==> src/rtl/fp32_pkg.sv <==
// FP32 field layout, special-value constants and FSM states shared by the
// accumulator, its classifier and the adder.
package fp32_pkg;

  localparam int SIGN_BIT = 31;
  localparam int EXP_W    = 8;
  localparam int MANT_W   = 23;

  localparam logic [31:0]      FP32_QNAN = 32'h7FC00000;
  localparam logic [31:0]      FP32_PINF = 32'h7F800000;
  localparam logic [31:0]      FP32_NINF = 32'hFF800000;
  localparam logic [EXP_W-1:0] EXP_ALL1  = 8'hFF;

  typedef enum logic [1:0] {
    IDLE  = 2'd0,
    ACCUM = 2'd1,
    HOLD  = 2'd2
  } state_t;

  function automatic logic is_nan(input logic [31:0] v);
    return (v[SIGN_BIT-1 -: EXP_W] == EXP_ALL1) && (v[MANT_W-1:0] != '0);
  endfunction

  function automatic logic is_inf(input logic [31:0] v);
    return (v[SIGN_BIT-1 -: EXP_W] == EXP_ALL1) && (v[MANT_W-1:0] == '0);
  endfunction

endpackage

==> src/rtl/FP32_CLA_Adder.sv <==
// Combinational FP32 adder, round-to-nearest-even, denormal aware.
// Overflow saturates to signed Inf; NaN/Inf operands are screened upstream.
module FP32_CLA_Adder
  import fp32_pkg::*;
(
  input  logic [31:0] a,
  input  logic [31:0] b,
  output logic [31:0] sum
);

  logic [31:0] w_big, w_small;
  logic [8:0]  w_exp_big, w_exp_small, w_diff;
  logic [27:0] w_ext_big, w_ext_small, w_aligned, w_raw, w_norm;
  logic        w_sub, w_round_up;
  logic [9:0]  w_exp_n, w_exp_r;
  logic [24:0] w_rounded;

  // Order by magnitude so the aligned subtraction never goes negative.
  always_comb begin
    if (a[30:0] >= b[30:0]) begin
      w_big   = a;
      w_small = b;
    end else begin
      w_big   = b;
      w_small = a;
    end
    w_exp_big   = (w_big[30:23] == '0)   ? 9'd1 : {1'b0, w_big[30:23]};
    w_exp_small = (w_small[30:23] == '0) ? 9'd1 : {1'b0, w_small[30:23]};
    w_diff      = w_exp_big - w_exp_small;
    w_ext_big   = {1'b0, |w_big[30:23],   w_big[22:0],   3'b000};
    w_ext_small = {1'b0, |w_small[30:23], w_small[22:0], 3'b000};
    w_sub       = w_big[SIGN_BIT] ^ w_small[SIGN_BIT];
  end

  always_comb begin
    if (w_diff > 9'd26) begin
      w_aligned = {27'd0, |w_ext_small};
    end else begin
      w_aligned    = w_ext_small >> w_diff;
      w_aligned[0] = w_aligned[0] | (|(w_ext_small & ((28'd1 << w_diff) - 28'd1)));
    end
    w_raw = w_sub ? (w_ext_big - w_aligned) : (w_ext_big + w_aligned);
  end

  always_comb begin
    w_norm  = w_raw;
    w_exp_n = {1'b0, w_exp_big};
    if (w_raw[27]) begin
      w_norm  = {1'b0, w_raw[27:2], w_raw[1] | w_raw[0]};
      w_exp_n = w_exp_n + 10'd1;
    end else begin
      // Stop at exponent 1 so tiny results fall out as denormals.
      for (int i = 0; i < 26; i++) begin
        if (!w_norm[26] && (w_exp_n > 10'd1)) begin
          w_norm  = w_norm << 1;
          w_exp_n = w_exp_n - 10'd1;
        end
      end
    end
    w_round_up = w_norm[2] & (w_norm[3] | w_norm[1] | w_norm[0]);
    w_rounded  = {1'b0, w_norm[26:3]} + 25'(w_round_up);
    w_exp_r    = w_exp_n;
    if (w_rounded[24]) begin
      w_exp_r   = w_exp_n + 10'd1;
      w_rounded = w_rounded >> 1;
    end
    if (w_exp_r >= 10'd255) begin
      sum = {w_big[SIGN_BIT], EXP_ALL1, 23'd0};
    end else if (w_rounded == '0) begin
      sum = {w_big[SIGN_BIT] & ~w_sub, 31'd0};
    end else begin
      sum = {w_big[SIGN_BIT], (w_rounded[23] ? w_exp_r[7:0] : 8'd0), w_rounded[22:0]};
    end
  end

endmodule

==> src/rtl/fp32_special_detect.sv <==
// Combinational classifier: flags one FP32 operand as NaN, +Inf or -Inf.
module fp32_special_detect
  import fp32_pkg::*;
(
  input  logic [31:0] i_data,
  output logic        o_nan,
  output logic        o_pinf,
  output logic        o_ninf
);

  logic w_inf;

  assign w_inf  = is_inf(i_data);
  assign o_nan  = is_nan(i_data);
  assign o_pinf = w_inf && !i_data[SIGN_BIT];
  assign o_ninf = w_inf &&  i_data[SIGN_BIT];

endmodule

==> src/rtl/fp32_accumulator.sv <==
// Streaming FP32 packet sum: folds operands into a running sum and presents
// one registered result (sum, count, NaN/Inf status) per packet.
module fp32_accumulator
  import fp32_pkg::*;
#(
  parameter int CNT_W = 16
)(
  input  logic             clk,
  input  logic             rst,
  input  logic             in_valid,
  output logic             in_ready,
  input  logic [31:0]      in_data,
  input  logic             in_last,
  output logic             out_valid,
  input  logic             out_ready,
  output logic [31:0]      out_data,
  output logic [CNT_W-1:0] out_count,
  output logic             out_nan,
  output logic             out_inf
);

  state_t             r_state, w_state_next;
  logic [31:0]        r_acc, w_acc_next, w_sum;
  logic [CNT_W-1:0]   r_count, w_count_next;
  logic               r_nan_seen, r_pinf_seen, r_ninf_seen;
  logic               w_nan_next, w_pinf_next, w_ninf_next;
  logic               w_nan, w_pinf, w_ninf, w_special;
  logic               w_accept, w_first;
  logic [31:0]        r_out_data, w_res_data;
  logic [CNT_W-1:0]   r_out_count;
  logic               r_out_nan, r_out_inf, w_res_nan, w_res_inf;

  FP32_CLA_Adder u_adder (
    .a   (r_acc),
    .b   (in_data),
    .sum (w_sum)
  );

  fp32_special_detect u_detect (
    .i_data (in_data),
    .o_nan  (w_nan),
    .o_pinf (w_pinf),
    .o_ninf (w_ninf)
  );

  assign w_accept  = in_valid && in_ready;
  assign w_first   = (r_state == IDLE);
  assign w_special = w_nan || w_pinf || w_ninf;

  // First operand loads directly so signed zero and exact values survive.
  always_comb begin
    w_acc_next = r_acc;
    if (!w_special) begin
      w_acc_next = w_first ? in_data : w_sum;
    end
    w_nan_next  = w_nan  || (!w_first && r_nan_seen);
    w_pinf_next = w_pinf || (!w_first && r_pinf_seen);
    w_ninf_next = w_ninf || (!w_first && r_ninf_seen);
    if (w_first) begin
      w_count_next = CNT_W'(1);
    end else if (r_count == '1) begin
      w_count_next = r_count;
    end else begin
      w_count_next = r_count + CNT_W'(1);
    end
  end

  always_comb begin
    w_res_data = w_acc_next;
    w_res_nan  = 1'b0;
    w_res_inf  = (w_acc_next[30:23] == EXP_ALL1);
    if (w_nan_next || (w_pinf_next && w_ninf_next)) begin
      w_res_data = FP32_QNAN;
      w_res_nan  = 1'b1;
      w_res_inf  = 1'b0;
    end else if (w_pinf_next) begin
      w_res_data = FP32_PINF;
      w_res_inf  = 1'b1;
    end else if (w_ninf_next) begin
      w_res_data = FP32_NINF;
      w_res_inf  = 1'b1;
    end
  end

  always_ff @(posedge clk or posedge rst) begin
    if (rst) begin
      r_acc       <= '0;
      r_count     <= '0;
      r_nan_seen  <= 1'b0;
      r_pinf_seen <= 1'b0;
      r_ninf_seen <= 1'b0;
      r_out_data  <= '0;
      r_out_count <= '0;
      r_out_nan   <= 1'b0;
      r_out_inf   <= 1'b0;
    end else if (w_accept) begin
      r_acc       <= w_acc_next;
      r_count     <= w_count_next;
      r_nan_seen  <= w_nan_next;
      r_pinf_seen <= w_pinf_next;
      r_ninf_seen <= w_ninf_next;
      if (in_last) begin
        r_out_data  <= w_res_data;
        r_out_count <= w_count_next;
        r_out_nan   <= w_res_nan;
        r_out_inf   <= w_res_inf;
      end
    end
  end

  always_ff @(posedge clk or posedge rst) begin
    if (rst) r_state <= IDLE;
    else     r_state <= w_state_next;
  end

  always_comb begin
    w_state_next = r_state;
    case (r_state)
      IDLE:    if (w_accept) w_state_next = in_last ? HOLD : ACCUM;
      ACCUM:   if (w_accept && in_last) w_state_next = HOLD;
      HOLD:    if (out_ready) w_state_next = IDLE;
      default: w_state_next = IDLE;
    endcase
  end

  always_comb begin
    in_ready  = (r_state != HOLD);
    out_valid = (r_state == HOLD);
  end

  assign out_data  = r_out_data;
  assign out_count = r_out_count;
  assign out_nan   = r_out_nan;
  assign out_inf   = r_out_inf;

endmodule

==> config.mk <==
export PLATFORM = sky130hd
export DESIGN_NAME = fp32_accumulator
export DESIGN_NICKNAME = d
export VERILOG_FILES = /design/src/rtl/fp32_pkg.sv /design/src/rtl/FP32_CLA_Adder.sv /design/src/rtl/fp32_special_detect.sv /design/src/rtl/fp32_accumulator.sv
export SDC_FILE = /design/constraint.sdc
export NUM_CORES = 1
export LEC_CHECK = 0
export BUFFER_PORTS_ARGS = -buffer_cell sky130_fd_sc_hd__buf_4
export CORE_ASPECT_RATIO = 1.25
export CORE_MARGIN = 2
export CORE_UTILIZATION = 50
export CTS_BUF_LIST = sky130_fd_sc_hd__clkbuf_8
export DETAILED_ROUTE_END_ITERATION = 10
export HOLD_SLACK_MARGIN = 0.03
export PLACE_DENSITY_LB_ADDON = 0.3
export SETUP_SLACK_MARGIN = 0.2
export SLEW_MARGIN = 20
export SYNTH_ARGS = -nofsm -noshare
export SYNTH_HDL_FRONTEND = slang
export SYNTH_SLANG_ARGS = --single-unit
==> constraint.sdc <==
create_clock -name clk -period 102.2 [get_ports clk]
set_input_delay 0 -clock clk [delete_from_list [all_inputs] [get_ports clk]]
set_output_delay 0 -clock clk [all_outputs]
set_load 0.05 [all_outputs]
======== After elaboration in Yosys (flattened, before gate mapping) ========
Cells that the tools add are included.
Widths: inputs -> output; s select.
cells by class
  magnitude comparators ................... 29
  reduce and logical (&&, ||, !) cells .... 82
  shifts and indexed selects .............. 2
  bitwise operators ....................... 9
  mux-type cells .......................... 131
  equal/unequal tests ..................... 9
  add/subtract/negate cells ............... 34
operators by type and width
  kind                   count
  $mux 27                52
  $mux 10                53
  $mux 32                9
  $gt 10x1->1 const B    25
  $sub 10x1->10 const B  25
  $mux 28                2
  $logic_and 1x1->1      36
  $mux 16                2
  $ge 31x31->1           1
  $reduce_or 31->1       1
  $add 27x28->28         1
  $and 27x28->28         1
  $logic_not 1->1        28
  $reduce_or 28->1       1
  $shl 1x9->28 const A   1
  $shr 27x9->28          1
  $sub 27x28->28         1
  $sub 28x1->28 const B  1
  $add 24x1->25          1
  $logic_not 25->1       1
  $mux 24                1
  $mux 8                 3
  $logic_not 23->1       1
  $reduce_bool 23->1     1
  27 further kinds       47
word-level totals
  output and inout port bits .............. 52
  bits of input ports ..................... 37
  logic and storage cells ................. 306
  register bits after elaboration ......... 103

======== Longest topological paths before layout ========
Gate-level depths: netlist of run 1.
  word-level depth ........................ 131
  gate-level depth with buffers ........... 292

======== Hierarchy ========
Synthesis of run 1 repeated with hierarchy kept, for this count alone.
unflattened totals
  cells, all modules ...................... 5418
  area total of the unflattened synthesis .. 35739.3 um^2
by module, submodules not included
  module               instances  cells an instance  area each (um^2)  seq. area each (um^2)
  FP32_CLA_Adder       1          4808               30496.7           0.0
  fp32_accumulator     1          595                5117.4            2577.5
  fp32_special_detect  1          15                 125.1             0.0

======== Least setup slack after synthesis of run 1 ========
No wires, ideal clock.
  kind .................................... reg-to-reg
  start ................................... register r_acc[30]
  end ..................................... register r_out_data[17] (netlist: out_data[17])
  slack ................................... 44.715 ns
  buffers on the path ..................... 62
  data required time ...................... 102.079 ns
  library setup time ...................... 0.121 ns
  cell stages (with the launch flop) ...... 271
  arrival time ............................ 57.364 ns
  period minus slack after synthesis ...... 57.485 ns
  cell sequence ........................... dfrtp_1 -> ha_1 -> nand3_1 -> nor4_1 -> nand4_1 -> and4_1 -> clkbuf_1 -> nand2_1 -> clkbuf_1 -> clkbuf_1 -> buf_1 -> clkbuf_1 -> clkbuf_1 -> a21oi_1 -> fa_1 -> a21o_1 -> a21oi_1 -> mux2i_1 -> (+235 left out) -> o21ai_0 -> ha_1 -> o221a_2 -> a21oi_4 -> clkbuf_1 -> o221ai_1 -> nor2_1 -> ha_1 -> nand4_2 -> or2_1 -> buf_2 -> or3_1 -> a211o_1 -> or4_4 -> o31ai_4 -> nor2_4 -> a221o_1 -> a22o_1
on the way
  word-level cells in the longest chain between the ends .. 130
  elaborated cells on any way between the ends .. 249
  those cells by class .................... add/sub: 33; order compare: 29; shift: 2; mux: 119; bitwise: 7; reduce/logical: 59
ends and longest elaborated chain
  item                                                                    RTL line                 RTL
  from (decl)                                                             fp32_accumulator.sv:23   logic [31:0] r_acc, w_acc_next, w_sum;
  from (signal assigned)                                                  fp32_accumulator.sv:97   r_acc <= w_acc_next;
  parallel branches: the longest is 124 deep, another holds $ge 31x31->1  --
  $mux 32 (*)                                                             FP32_CLA_Adder.sv:67     if (w_exp_r >= 10'd255) begin
  $mux 32 (*)                                                             fp32_accumulator.sv:54   w_acc_next = w_first ? in_data : w_sum;
  $mux 32 (*)                                                             fp32_accumulator.sv:53   if (!w_special) begin
  $mux 32 (*)                                                             fp32_accumulator.sv:79   end else if (w_ninf_next) begin
  $mux 32 (*)                                                             fp32_accumulator.sv:76   end else if (w_pinf_next) begin
  $mux 32 (*)                                                             fp32_accumulator.sv:72   if (w_nan_next || (w_pinf_next && w_ninf_next)) begin
  to (signal assigned)                                                    fp32_accumulator.sv:103  r_out_data <= w_res_data;
  to (decl)                                                               fp32_accumulator.sv:29   logic [31:0] r_out_data, w_res_data;
Every way passes the cells marked *. The select of a mux whose other input is x is not followed.
A chain may end at the register's enable or synchronous reset.

======== Worst setup path in the final report of run 1 ========
  start ................................... register r_acc[2]
  end ..................................... register r_out_data[17] (netlist: out_data[17])
The elaborated chain is that of the path after synthesis.

==> results.json, run 1 <==
{
  "grtUsageMet1": 0.410,
  "fin_hold_ws_ns": 0.0596,
  "first_iter_violations": 4111,
  "area_delta_synth_final_pct": 4.86,
  "timing.rr.start": "r_acc[2]$_DFFE_PP0P_",
  "async_flop_share": 1.00,
  "layout_common_cells": "nand2_1, nor2_1, a21oi_1",
  "grt_pass1_wl_um": 206000,
  "place_hpwl_um": 104000,
  "grtUsageTotal": 0.350,
  "final_common_cell": "nand2_1",
  "post_cts_resized": 0,
  "netlist_area_um2": 34900,
  "grt.overflow.total": 0,
  "arrival_ns": 63.59,
  "fin_setup_tns_ns": 0,
  "cts-buffers-inserted": 9,
  "firstDrtPassIters": 6,
  "syn_area_per_cell_um2": 6.60,
  "gp_congestion": 1.05,
  "met3_usage": 0.0326,
  "rows": 108,
  "cp_max_fo": 51,
  "fmaxAchievable_mhz": 15.8,
  "avgRoutedWirePerCell_um": 21.4,
  "die_h_um": 299,
  "io_pins": 89,
  "crit_path_frequent_cell": "ha_1",
  "ys_seq_area_frac": 0.0738,
  "cp-start-kind": "flop",
  "syn_inst": 5294,
  "layout_min_cycle_time_ns": 63.33,
  "slowest_stage": "a31oi_4",
  "ys_seq_elements": 103,
  "start_util": 0.504,
  "min_path_type": "in2reg",
  "slew_viol_final": 0,
  "ys_dominant_reg_cell": "dfrtp_1",
  "fin_nets": 5356,
  "final_antenna_net_count": 0,
  "use_met2": 0.610,
  "critical_path_buf_inv_count": 35,
  "grt_start_max_net_pins": 75,
  "critPathMaxStageDelay_ns": 0.90,
  "hold_start": "in_data[3]",
  "die_area_um2": 72000,
  "hold_violations": 0,
  "ys_warn_count": 0,
  "post-route-drc-count": 0,
  "critPathTopFamily": "compound AO/OA/AOI/OAI gates",
  "clock_latency_ns": 0.38,
  "drive_above_1_share": 0.0873,
  "critical_path_class": "reg2reg",
  "final-setup-viol-count": 0,
  "grt_pass1_vias": 38000,
  "tightest_slew_ns": 1.08,
  "cts_buffer_depth": 2,
  "die_x_um": 240,
  "totalWireLength_um": 131000,
  "vias": 40900,
  "core-area_um2": 69300,
  "crit_start": "r_acc[2]$_DFFE_PP0P_",
  "end_kind": "flop",
  "min_period_over_period": 0.620,
  "ys_types": 137,
  "synth_edf_count": 0,
  "clk_pin_slew_worst_paths_ns": 0.11,
  "max_cap_violations": 0,
  "via_per_inst": 6.69,
  "busiest_layer": "met2",
  "rsz0062_at_grt": "false",
  "slew_headroom": 0.273,
  "insertedDiodeCount": 0,
  "skew_ns": 0.0112,
  "syn_nets": 5479,
  "worstPathRequired_ns": 102.47,
  "tritoncts": "yes",
  "cts_root_buffer": "clkbuf_8",
  "htreeDepth": 3,
  "antenna_found_initial": 0,
  "portBuffers": 88,
  "cts.sinks": 103,
  "status": "complete, no violations"
}
==> cell families (layout without fill, tap and decap cells) <==
kind of cell | Yosys count | after routing | synth area share
flops | 103 | 103 | 0.0738
compound gates | 1759 | 1759 | 0.340
buf+inv | 503 | 385 | 0.0569
xor+xnor | 198 | 198 | 0.0509
mux | 450 | 450 | 0.135
fa+ha+maj | 148 | 148 | 0.0535
simple gates | 2133 | 2133 | 0.290
==> tightest hold or removal path, stage by stage <==
cell and delay (ns):
buf_4 0.17, a221oi_1 0.11, o21ai_1 0.12
==> cells in the mapped netlist (59+ instances only) <==
cell type	count	area, um^2
dfrtp_1	103	2580
o21ai_0	379	1900
nand3_1	168	841
a21o_1	66	495
a31oi_1	79	494
and2_1	70	438
o211ai_1	65	488
nor4_1	66	413
nand2_1	686	2570
nand4_1	61	382
clkbuf_1	217	815
mux2_2	87	980
a211oi_1	62	465
xnor2_1	139	1220
o31ai_1	62	465
inv_1	189	709
mux2i_1	351	3510
nor2_1	603	2260
ha_1	146	1830
or3_1	59	369
a21oi_1	444	2220
nor3_1	127	636
==> sequential cells by signal (all words and copies together), names as in the netlist <==
| register | count |
|---|---|
| out_data | 32 |
| r_acc | 32 |
| out_count | 16 |
| r_count | 16 |
| r_state | 2 |
| out_inf | 1 |
| out_nan | 1 |
| r_nan_seen | 1 |
| r_ninf_seen | 1 |
| r_pinf_seen | 1 |
==> repair_timing <==
item	CTS	global route
endpoints found under the hold margin	35	0
setup endpoints to repair	0	0
hold buffers	10	0
setup buffers	0	0
==> per-stage QoR <==
step	util	area, um^2	cells	worst slack [ns]
2_1_floorplan	-	34900	5294	44.72
3_3_place_gp	0.523	36300	6085	41.76
3_5_place_dp	0.523	36300	6085	39.86
4_1_cts	0.528	36600	6111	39.68
5_1_grt	0.528	36600	6111	32.66
6_report	0.528	36600	6111	38.87
==> worst paths after layout <==
kind	endpoint	slack (ns)	depth (start not counted)
worst max-delay path	out_data[17]$_DFFE_PP0P_	38.87	223
worst min-delay path	out_data[3]$_DFFE_PP0P_	0.06	3
worst max register to register	out_data[17]$_DFFE_PP0P_	38.87	223
worst min register to register	out_count[4]$_DFFE_PP0P_	0.49	2
max in group asynchronous	out_data[17]$_DFFE_PP0P_	100.73	4
min in group asynchronous	out_count[6]$_DFFE_PP0P_	0.17	3
==> layer usage <==
| metal | share of wire | wire length (um) |
|---|---|---|
| met1 | 0.39 | 51000 |
| met2 | 0.48 | 62300 |
| met3 | 0.060 | 7820 |
| met4 | 0.075 | 9830 |
| met5 | 0 | 0 |
==> final cells by class <==
cell class              count  area [um^2]
clock buffers              10          138
fillers                  7079        32700
clock inverters             6         91.3
multi-input cells        4688        30600
flip-flops and latches    103         2580
well taps                 935         1170
inverters                 197          742
repair buffers            172         1320
Power of run 1 is left out: the tool's default activity adds up to more than one toggle a clock period on the data nets, which glitch-free logic cannot reach.
==> inputs of run 2 (changes only) <==
- clock period: 102.2 -> 64.2 ns (I/O delays scaled with it)
==> results.json, run 2 (same netlist as run 1, synthesis figures left out) <==
{
  "cts_buffer_depth": 2,
  "fmaxAchievable_mhz": 16.9,
  "max_cap_violations": 0,
  "min_period_over_period": 0.920,
  "avgRoutedWirePerCell_um": 21.2,
  "min_path_type": "in2reg",
  "portBuffers": 88,
  "final_common_cell": "nand2_1",
  "rows": 108,
  "clk_pin_slew_worst_paths_ns": 0.10,
  "cts_root_buffer": "clkbuf_8",
  "grt_start_max_net_pins": 71,
  "die_h_um": 299,
  "vias": 40900,
  "die_area_um2": 72000,
  "start_util": 0.504,
  "first_iter_violations": 4057,
  "final-setup-viol-count": 0,
  "drive_above_1_share": 0.0914,
  "end_kind": "flop",
  "gp_congestion": 1.06,
  "cts.sinks": 103,
  "slew_viol_final": 0,
  "slew_headroom": 0.226,
  "skew_ns": 0.0113,
  "final_antenna_net_count": 0,
  "rsz0062_at_grt": "false",
  "post-route-drc-count": 0,
  "firstDrtPassIters": 7,
  "fillers": 7063,
  "status": "complete, no violations",
  "via_per_inst": 6.69,
  "layout_min_cycle_time_ns": 59.04,
  "worstPathRequired_ns": 64.46,
  "io_pins": 89,
  "htreeDepth": 3,
  "layout_common_cells": "nand2_1, nor2_1, a21oi_1",
  "tritoncts": "yes",
  "grt_pass1_vias": 38000,
  "cp_max_fo": 65,
  "die_x_um": 240,
  "critPathMaxStageDelay_ns": 0.63,
  "cp-start-kind": "flop",
  "crit_path_frequent_cell": "ha_1",
  "core-area_um2": 69300,
  "critical_path_class": "reg2reg",
  "grt.overflow.total": 0,
  "place_ws_ns": 2.85,
  "grt_pass1_wl_um": 203000,
  "clock_latency_ns": 0.37,
  "antenna_found_initial": 1,
  "fin_setup_tns_ns": 0,
  "tightest_slew_ns": 1.15,
  "rrSetupSlack_ns": 5.16,
  "place_hpwl_um": 102000,
  "fin_ws_ns": 5.16,
  "cts-buffers-inserted": 9,
  "arrival_ns": 59.30,
  "slowest_stage": "a222oi_1",
  "area_delta_synth_final_pct": 5.26,
  "insertedDiodeCount": 0,
  "fin_nets": 5356,
  "totalWireLength_um": 129000,
  "grtUsageTotal": 0.343,
  "hold_violations": 0
}
-- run 2: final cells by class --
type	count	area (um^2)	share of cell area
Clock buffer	9	124	0.00337
Clock inverter	7	104	0.00283
Inverter	197	742	0.0202
Multi-Input combinational cell	4690	30700	0.836
Sequential cell	103	2580	0.0701
Tap cell	935	1170	0.0318
Timing Repair Buffer	170	1300	0.0353
-- run 2: final timing paths --
kind,start,endpoint,depth (start not counted)
min in group asynchronous,rst,out_count[8]$_DFFE_PP0P_,3
min,in_data[10],r_acc[10]$_DFFE_PP0P_,3
max reg2reg,r_acc[30]$_DFFE_PP0P_,out_data[17]$_DFFE_PP0P_,233
min reg2reg,r_nan_seen$_DFFE_PP0P_,r_nan_seen$_DFFE_PP0P_,2
max,r_acc[30]$_DFFE_PP0P_,out_data[17]$_DFFE_PP0P_,233
max in group asynchronous,rst,r_acc[16]$_DFFE_PP0P_,4
-- run 2: what timing repair did --
item / 4_1_cts / 5_1_grt
setup endpoints to repair: 0 / 65
resized for setup: 0 / 25
setup buffers: 0 / 10
hold endpoints to repair: 40 / 0
hold buffers: 7 / 0
-- run 2: stage by stage --
stage / utilization / instance area (um^2) / cells / hold WS [ns]
floorplan: - / 34900 / 5294 / 0.112
global placement: 0.522 / 36200 / 6075 / 0.0337
CTS: 0.527 / 36500 / 6098 / 0.0344
global route: 0.530 / 36800 / 6111 / 0.0502
detailed placement: 0.522 / 36200 / 6075 / 0.0356
finish: 0.530 / 36800 / 6111 / 0.0458
-- run 2: critical path: cells and delay by family, from the launching register on --
family,cells,cell delay [ns]
AOI/OAI and AO/OA,77,18.60
and+or+nand+nor,69,16.95
buffers and inverters,43,9.36
adders and majority gates,27,8.42
xor gates and xnor gates,13,3.84
muxes,4,1.10
DFF,1,0.50
-- run 2: per-layer routing --
layer,vias to the layer above,global-route usage,part of all wire
met4,2,0.203,0.072
met3,530,0.0327,0.062
met1,18900,0.404,0.39
met5,-,0,0.000085
li1,19500,-,-
met2,1916,0.600,0.48
Power of run 2 is left out for the same reason.
